File: config.mk
export PLATFORM = sky130hd
export DESIGN_NAME = uart_tx_port
export DESIGN_NICKNAME = d
export VERILOG_FILES = /design/src/rtl/uart_tx_pkg.sv /design/src/rtl/uart_tx_port_fifo.sv /design/src/rtl/uart_tx_port.sv
export SDC_FILE = /design/constraint.sdc
export NUM_CORES = 1
export LEC_CHECK = 0
export ABC_AREA = 1
export ABC_CLOCK_PERIOD_IN_PS = 3350
export CORE_MARGIN = 10
export CORE_UTILIZATION = 35
export CTS_BUF_LIST = sky130_fd_sc_hd__clkbuf_8 sky130_fd_sc_hd__clkbuf_16
export DETAILED_ROUTE_END_ITERATION = 10
export PLACE_DENSITY_LB_ADDON = 0.25
export SLEW_MARGIN = 20
export SYNTH_ARGS = -nofsm -noshare
export SYNTH_HDL_FRONTEND = slang
export SYNTH_HIERARCHICAL = 1
export SYNTH_SLANG_ARGS = --single-unit
File: constraint.sdc
create_clock -name clk -period 3.35 [get_ports clk]
set_input_delay 0.5025 -clock clk [delete_from_list [all_inputs] [get_ports clk]]
set_output_delay 0.5025 -clock clk [all_outputs]
set_load 0.05 [all_outputs]
File: src/rtl/uart_tx_pkg.sv
// Shared types and constants for the memory-mapped UART transmitter.
package uart_tx_pkg;

    typedef enum logic [1:0] {
        ST_IDLE  = 2'd0,
        ST_START = 2'd1,
        ST_DATA  = 2'd2,
        ST_STOP  = 2'd3
    } tx_state_t;

    localparam logic [1:0] ADDR_DATA   = 2'b00;
    localparam logic [1:0] ADDR_DIV    = 2'b01;
    localparam logic [1:0] ADDR_STATUS = 2'b10;
    localparam logic [1:0] ADDR_IRQEN  = 2'b11;

    localparam int STAT_FULL    = 0;
    localparam int STAT_EMPTY   = 1;
    localparam int STAT_BUSY    = 2;
    localparam int STAT_OVF     = 3;
    localparam int STAT_CNT_LSB = 4;

endpackage

File: src/rtl/uart_tx_port_fifo.sv
// Synchronous FIFO with combinational head output; push is accepted when full
// only if a pop happens on the same edge.
module tx_fifo #(
    parameter int DEPTH = 8,
    parameter int WIDTH = 8
) (
    input  logic                     clk,
    input  logic                     rst,
    input  logic                     i_push,
    input  logic                     i_pop,
    input  logic [WIDTH-1:0]         i_din,
    output logic [WIDTH-1:0]         o_dout,
    output logic                     o_full,
    output logic                     o_empty,
    output logic [$clog2(DEPTH):0]   o_count
);

    localparam int AW = $clog2(DEPTH);
    localparam logic [AW:0] FULL_CNT = (AW+1)'(DEPTH);

    logic [WIDTH-1:0] r_mem [DEPTH];
    logic [AW-1:0]    r_wr_ptr;
    logic [AW-1:0]    r_rd_ptr;
    logic [AW:0]      r_count;
    logic             w_do_push;
    logic             w_do_pop;

    assign w_do_pop  = i_pop && (r_count != '0);
    assign w_do_push = i_push && ((r_count != FULL_CNT) || w_do_pop);

    always_ff @(posedge clk) begin
        if (w_do_push) begin
            r_mem[r_wr_ptr] <= i_din;
        end
    end

    always_ff @(posedge clk) begin
        if (rst) begin
            r_wr_ptr <= '0;
            r_rd_ptr <= '0;
            r_count  <= '0;
        end else begin
            if (w_do_push) begin
                r_wr_ptr <= r_wr_ptr + 1'b1;
            end
            if (w_do_pop) begin
                r_rd_ptr <= r_rd_ptr + 1'b1;
            end
            case ({w_do_push, w_do_pop})
                2'b10:   r_count <= r_count + 1'b1;
                2'b01:   r_count <= r_count - 1'b1;
                default: r_count <= r_count;
            endcase
        end
    end

    assign o_dout  = r_mem[r_rd_ptr];
    assign o_full  = (r_count == FULL_CNT);
    assign o_empty = (r_count == '0);
    assign o_count = r_count;

endmodule

File: src/rtl/uart_tx_port.sv
// Bus-mapped 8N1 UART transmitter: CPU writes bytes into a FIFO, the FSM pops
// one per frame (pop one edge after a push into an idle block); full FIFO drops writes.
module uart_tx_port
    import uart_tx_pkg::*;
#(
    parameter int         DATA_WIDTH     = 32,
    parameter int         FIFO_DEPTH     = 8,
    parameter int         DEFAULT_DIV    = 217,
    parameter logic [1:0] TX_DATA_ADDR   = ADDR_DATA,
    parameter logic [1:0] TX_DIV_ADDR    = ADDR_DIV,
    parameter logic [1:0] TX_STATUS_ADDR = ADDR_STATUS,
    parameter logic [1:0] TX_IRQEN_ADDR  = ADDR_IRQEN
) (
    input  logic                  clk,
    input  logic                  rst,
    input  logic [DATA_WIDTH-1:0] data_in,
    output logic [DATA_WIDTH-1:0] data_out,
    input  logic [1:0]            address,
    input  logic                  rw,
    input  logic                  ce,
    output logic                  irq,
    output logic                  tx
);

    localparam int CW = $clog2(FIFO_DEPTH) + 1;

    tx_state_t   r_state;
    logic [15:0] r_div;
    logic [15:0] r_bit_div;
    logic [15:0] r_timer;
    logic [2:0]  r_bit_idx;
    logic [7:0]  r_shift;
    logic        r_tx;
    logic        r_ovf;
    logic        r_irq_en;

    logic          w_wr;
    logic          w_push;
    logic          w_pop;
    logic          w_full;
    logic          w_empty;
    logic          w_busy;
    logic [7:0]    w_fifo_dout;
    logic [CW-1:0] w_count;
    logic [7:0]    w_status;
    logic          w_unused_data;

    assign w_wr          = ce && rw;
    assign w_push        = w_wr && (address == TX_DATA_ADDR);
    assign w_pop         = (r_state == ST_IDLE) && !w_empty;
    assign w_busy        = (r_state != ST_IDLE);
    assign w_unused_data = ^data_in[DATA_WIDTH-1:16];

    tx_fifo #(
        .DEPTH (FIFO_DEPTH),
        .WIDTH (8)
    ) u_fifo (
        .clk     (clk),
        .rst     (rst),
        .i_push  (w_push),
        .i_pop   (w_pop),
        .i_din   (data_in[7:0]),
        .o_dout  (w_fifo_dout),
        .o_full  (w_full),
        .o_empty (w_empty),
        .o_count (w_count)
    );

    always_ff @(posedge clk) begin
        if (rst) begin
            r_div    <= 16'(DEFAULT_DIV);
            r_irq_en <= 1'b0;
            r_ovf    <= 1'b0;
        end else if (w_wr) begin
            case (address)
                TX_DIV_ADDR:    r_div    <= (data_in[15:0] == 16'd0) ? 16'd1 : data_in[15:0];
                TX_STATUS_ADDR: r_ovf    <= 1'b0;
                TX_IRQEN_ADDR:  r_irq_en <= data_in[0];
                TX_DATA_ADDR: begin
                    // a same-edge pop makes room, so only a truly blocked push is an overflow
                    if (w_full && !w_pop) begin
                        r_ovf <= 1'b1;
                    end
                end
                default: ;
            endcase
        end
    end

    always_comb begin
        w_status                     = '0;
        w_status[STAT_FULL]          = w_full;
        w_status[STAT_EMPTY]         = w_empty;
        w_status[STAT_BUSY]          = w_busy;
        w_status[STAT_OVF]           = r_ovf;
        w_status[STAT_CNT_LSB +: 4]  = 4'(w_count);
        data_out = '0;
        case (address)
            TX_DIV_ADDR:    data_out[15:0] = r_div;
            TX_STATUS_ADDR: data_out[7:0]  = w_status;
            TX_IRQEN_ADDR:  data_out[0]    = r_irq_en;
            default:        data_out       = '0;
        endcase
    end

    // Divisor is captured into r_bit_div at pop so mid-frame DIV writes wait for the next frame.
    always_ff @(posedge clk) begin
        if (rst) begin
            r_state   <= ST_IDLE;
            r_tx      <= 1'b1;
            r_timer   <= '0;
            r_bit_idx <= '0;
            r_shift   <= '0;
            r_bit_div <= '0;
        end else begin
            case (r_state)
                ST_IDLE: begin
                    r_tx <= 1'b1;
                    if (!w_empty) begin
                        r_shift   <= w_fifo_dout;
                        r_bit_div <= r_div;
                        r_timer   <= r_div - 16'd1;
                        r_bit_idx <= '0;
                        r_tx      <= 1'b0;
                        r_state   <= ST_START;
                    end
                end
                ST_START: begin
                    if (r_timer == 16'd0) begin
                        r_timer <= r_bit_div - 16'd1;
                        r_tx    <= r_shift[0];
                        r_state <= ST_DATA;
                    end else begin
                        r_timer <= r_timer - 16'd1;
                    end
                end
                ST_DATA: begin
                    if (r_timer == 16'd0) begin
                        r_timer <= r_bit_div - 16'd1;
                        if (r_bit_idx == 3'd7) begin
                            r_tx    <= 1'b1;
                            r_state <= ST_STOP;
                        end else begin
                            r_shift   <= {1'b0, r_shift[7:1]};
                            r_tx      <= r_shift[1];
                            r_bit_idx <= r_bit_idx + 3'd1;
                        end
                    end else begin
                        r_timer <= r_timer - 16'd1;
                    end
                end
                ST_STOP: begin
                    if (r_timer == 16'd0) begin
                        r_state <= ST_IDLE;
                    end else begin
                        r_timer <= r_timer - 16'd1;
                    end
                end
                default: r_state <= ST_IDLE;
            endcase
        end
    end

    assign tx  = r_tx;
    assign irq = r_irq_en && w_empty && !w_busy;

endmodule

==> impl_metrics.json, run 1 <==
{
  "status": "finished clean",
  "postLayoutCoreUtil_pct": 41.3,
  "end_kind": "output pin",
  "fin_worst_skew_ns": 0.00978,
  "cts_root_buf": "clkbuf_16",
  "yosysTopAreaCell": "edfxtp_1",
  "cts_tree": "done",
  "antenna_left": 0,
  "grt_pass1_wl_mm": 33.3,
  "placed_cells_incl_taps": 1333,
  "drc": 0,
  "ys_ff_latch": 141,
  "fin_tns_setup_ns": 0,
  "hold_violations": 0,
  "grt_pass1_vias": 6563,
  "synthMostInstantiatedCell": "nand2_1",
  "rsz0062_at_grt": "no",
  "synthFlopType": "dfxtp_1",
  "drive_above_1_share_pct": 9.49,
  "core_area_mm2": 0.0219,
  "design.die.area_mm2": 0.0287,
  "drv_cap": 0,
  "rows": 54,
  "netlist_instances": 1030,
  "synthDominantCellAreaShare_pct": 24.6,
  "vias": 6647,
  "start_util_pct": 35.8,
  "synthDistinctLibCells": 44,
  "cp.arrival_ns": 2.61,
  "ctsHoldBuffers": 0,
  "synth_edf_count": 64,
  "p_leak_nw": 3.81,
  "grt_max_degree": 34,
  "htreeDepth": 4,
  "min_period_over_period_pct": 92.9,
  "yosysSeqAreaShare_pct": 44.2,
  "dr.pass1.iters": 5,
  "nNetsFinal": 1129,
  "seqCellArea_mm2": 0.00346,
  "grt_overflow_total": 0,
  "fin_crit_ns": 3.11,
  "syn_area_per_cell_um2": 7.60,
  "multi_input_area_mm2": 0.00370,
  "finalNonFillerCells": 1365,
  "wl_mm": 20.0,
  "cts.clk_slew.worst_paths_ns": 0.07,
  "ys.warnings.count": 6,
  "ioPinCount": 72,
  "crit_fanout": 10,
  "insertion_delay_ns": 0.43,
  "port_buffers": 39,
  "wire_per_inst_um": 14.7,
  "cts_buffer_depth": 2,
  "drv_slew": 0,
  "track_usage_pct": 14.3,
  "ir_drop_uv": 438,
  "synth.area.top_cells": "edfxtp_1, dfxtp_1, nand2_1",
  "critPathKind": "reg2out",
  "startpoint_type": "flop",
  "syn2layout_area_growth_pct": 15.4,
  "numCtsBuffers": 17,
  "tightest_slew_ns": 0.919,
  "crit_required_ns": 2.85,
  "vias_per_cell": 4.87,
  "cts_sinks": 141,
  "fmax_mhz": 321,
  "n_fill_cell": 2261,
  "cts_post_setup_buffers_inserted": 0,
  "dp_hpwl_mm": 14.6,
  "min_path_type": "reg2reg",
  "die_w_um": 170,
  "die_h_um": 170,
  "insertedDiodeCount": 0,
  "syn_area_mm2": 0.00783,
  "relSlewSlack_pct": 38.6,
  "antenna_found_initial": 0,
  "gp_congestion": 0.878,
  "cts_resized": 0,
  "powerDensity_mw_per_mm2": 912,
  "drtIter0Drc": 398,
  "finalSetupViolCount": 0,
  "synth_commonest_cells": "nand2_1, nor2_1, inv_1",
  "async_reset_ff_share_pct": 0
}
[sequential cells by signal, indices dropped and copies added (netlist names), 4 cells and up, named ones only]
register        count
r_bit_div          16
r_div              16
r_shift             8
r_timer            16
u_fifo/o_count      4
u_fifo/r_mem       64
[power by group]
| part | total (mW) | switching (mW) | internal [mW] |
|---|---|---|---|
| Sequential | 2.32 | 0.269 | 2.05 |
| Combinational | 4.01 | 2.71 | 1.30 |
| Clock | 1.91 | 0.894 | 1.01 |
[layout by cell type, fill, tap and decap left out, drive strengths merged, types with 17 or more instances in the layout]
cell and instances:
clkbuf 17, nand3 58, nand2 291, clkdlybuf4s50 23, dfxtp 77, ha 18, buf 37, nor2 129
o22ai 17, edfxtp 64, o21ai 73, a21oi 81, inv 111
[critical path: stages (launching register included)]
cell and delay (ns):
dfxtp_1 0.33, inv_1 0.10, ha_1 0.40, nand2_1 0.35, nor2_1 0.17, clkdlybuf4s50_1 0.83
[path summary, 6_finish.rpt]
kind                           start                        endpoint  slack, ns  cells after the start
max          r_state[1]$_SDFFE_PP0P_                             irq       0.24                      5
min reg2reg  r_shift[6]$_SDFFE_PP0P_         r_shift[6]$_SDFFE_PP0P_       0.47                      2
min          r_shift[6]$_SDFFE_PP0P_         r_shift[6]$_SDFFE_PP0P_       0.47                      2
max reg2reg  r_state[1]$_SDFFE_PP0P_  u_fifo/o_count[3]$_SDFFE_PP0P_       0.69                     13
[per-layer routing]
layer,part of all wire [%],vias to the layer above,GRT usage (%)
li1,-,3445,-
met1,45,3054,18.0
met5,0,-,0
met4,1.1,0,4.05
met3,4.9,12,2.89
met2,49,136,24.4
[cells by family (layout without fill, tap and decap cells)]
| family | Yosys count | after routing | share of synthesized area, % |
|---|---|---|---|
| xor+xnor | 16 | 16 | 1.79 |
| buf+inv | 156 | 196 | 9.18 |
| other cells | 1 | 16 | 0.0479 |
| flops | 141 | 141 | 44.2 |
| mux | 16 | 16 | 2.05 |
| fa+ha+maj | 19 | 19 | 3.13 |
| simple gates | 496 | 496 | 26.8 |
| compound gates | 185 | 185 | 12.8 |
[stage by stage]
stage	total power [mW]	setup slack, ns	area (µm²)	hold WS [ns]
global placement	6.33	0.462	8430	0.450
finish	8.23	0.237	9030	0.466
detailed placement	6.36	0.422	8430	0.456
floorplan	5.52	0.708	7880	0.429
global route	8.96	0.0926	9030	0.481
CTS	8.29	0.213	9030	0.469
[final cells by class]
class	instances	share of cell area [%]
Clock buffer	17	4.71
Tap cell	280	3.88
Inverter	104	4.35
Clock inverter	15	1.95
Multi-Input combinational cell	748	41.0
Timing Repair Buffer	60	5.76
Sequential cell	141	38.3
Power figures use the tool's default switching activity.
==> run 2: changes to the inputs <==
GPL_ROUTABILITY_DRIVEN = 0   (was not set)
SLEW_MARGIN = not set   (was 20)
==> results of run 2 <==
The final DEF is identical to that of run 1; final timing and power are the same.
==> run 3: changes to the inputs <==
CORE_MARGIN = 3   (was 10)
SETUP_SLACK_MARGIN = 0.15   (was not set)
==> run 3 against run 2 <==
  * Non-clock buffer count decreased by 1
  * Clock-buffer cell count unchanged
  * Largest power group unchanged
  * Largest cell class unchanged
  * Maximum frequency increased by 10%
  * Die area decreased by 16%
  * Cell count about the same
  * Worst setup slack improved by 0.29 ns
  * Critical path type unchanged
==> impl_metrics.json, run 3 (synthesis gave the netlist of run 1 again) <==
{
  "syn2layout_area_growth_pct": 15.2,
  "htreeDepth": 4,
  "largest_register_ffs": 64,
  "ioPinCount": 72,
  "cts_buffer_depth": 2,
  "startpoint_type": "flop",
  "layout_commonest_cell": "nand2_1",
  "insertedDiodeCount": 0,
  "p_leak_nw": 3.80,
  "dr.pass1.iters": 5,
  "multi_input_area_mm2": 0.00370,
  "n_fill_cell": 2250,
  "rows": 54,
  "drv_cap": 0,
  "power_mw": 8.23,
  "cts_sinks": 141,
  "end_kind": "output pin",
  "min_path_type": "reg2reg",
  "vias": 6696,
  "top_register": "u_fifo/r_mem",
  "min_period_over_period_pct": 84.4,
  "crit_required_ns": 2.85,
  "drv_slew": 0,
  "design.die.area_mm2": 0.0242,
  "start_util_pct": 35.8,
  "placed_cells_incl_taps": 1332,
  "track_usage_pct": 17.0,
  "numCtsBuffers": 17,
  "fmax_mhz": 354,
  "vias_per_cell": 4.91,
  "grt_pass1_wl_mm": 32.7,
  "postLayoutCoreUtil_pct": 41.2,
  "fin_worst_skew_ns": 0.0114,
  "ir_drop_uv": 415,
  "fin_crit_ns": 2.83,
  "core_area_mm2": 0.0219,
  "drive_above_1_share_pct": 9.41,
  "status": "finished clean",
  "cts_resized": 0,
  "cts.clk_slew.worst_paths_ns": 0.07,
  "antenna_found_initial": 0,
  "dp_hpwl_mm": 14.3,
  "final_cell_mix": "nand2_1, nor2_1, inv_1, a21oi_1, dfxtp_1",
  "tightest_slew_ns": 1.00,
  "finalSetupViolCount": 0,
  "insertion_delay_ns": 0.42,
  "wire_per_inst_um": 14.7,
  "powerDensity_mw_per_mm2": 913,
  "cts_post_setup_buffers_inserted": 0,
  "drc": 0,
  "fin_tns_setup_ns": 0,
  "die_w_um": 156,
  "critPathKind": "reg2out",
  "seqCellArea_mm2": 0.00346,
  "drtIter0Drc": 384,
  "nNetsFinal": 1128,
  "cts_root_buf": "clkbuf_16",
  "cts_tree": "done",
  "port_buffers": 39,
  "crit_fanout": 5,
  "rsz0062_at_grt": "no",
  "grt_overflow_total": 0,
  "relSlewSlack_pct": 32.9,
  "antenna_left": 0,
  "grt_max_degree": 34,
  "grt_pass1_vias": 6188,
  "die_h_um": 156,
  "wl_mm": 20.1,
  "hold_violations": 0,
  "cp.arrival_ns": 2.33,
  "finalNonFillerCells": 1364,
  "ctsHoldBuffers": 0
}
## run 3: changes by cell type in the layout (fill, tap and decap cells not counted), sizes merged
cell / before / now
buf: 37 / 36
clkinv: 8 / 10
inv: 111 / 109
## run 3: final timing paths
check,slack (ns),from,end,cells after the start
setup / recovery,0.52,u_fifo/o_count[2]$_SDFFE_PP0P_,irq,6
hold / removal,0.47,r_shift[4]$_SDFFE_PP0P_,r_shift[4]$_SDFFE_PP0P_,2
setup reg to reg,0.79,r_state[0]$_SDFFE_PP0P_,u_fifo/o_count[3]$_SDFFE_PP0P_,13
hold reg to reg,0.47,r_shift[4]$_SDFFE_PP0P_,r_shift[4]$_SDFFE_PP0P_,2
## run 3: final cells by class
class,instances,share of cell area (%)
Clock buffer,17,4.72
Clock inverter,15,2.04
Inverter,104,4.36
Multi-Input combinational cell,748,41.1
Sequential cell,141,38.4
Tap cell,280,3.88
Timing Repair Buffer,59,5.55
## run 3: critical path: stages, from the launching register on
cell and delay [ns]:
dfxtp_1 0.35, nor2_1 0.14, nand2_2 0.11, inv_1 0.22, nand2_1 0.15, nor2_1 0.12
clkdlybuf4s50_1 0.81
## run 3: power by group
group | switching, mW | total, mW | internal (mW)
Clock | 0.882 | 1.90 | 1.01
Combinational | 2.72 | 4.02 | 1.30
Sequential | 0.271 | 2.32 | 2.05
## run 3: stage by stage
step           hold WS, ns  area [µm²]  worst slack (ns)
3_5_place_dp         0.455        8410             0.442
5_1_grt              0.490        9020             0.395
3_3_place_gp         0.450        8410             0.480
2_1_floorplan        0.429        7880             0.708
4_1_cts              0.468        9020             0.478
6_report             0.468        9020             0.522
## run 3: layer usage
metal / part of all wire, % / global-route usage, % / vias up / routed length, µm
li1: - / - / 3447 / -
met1: 48 / 22.6 / 3103 / 9560
met2: 47 / 28.0 / 125 / 9510
met3: 3.1 / 2.77 / 21 / 632
met4: 1.8 / 6.09 / 0 / 368
met5: 0 / 0 / - / 0
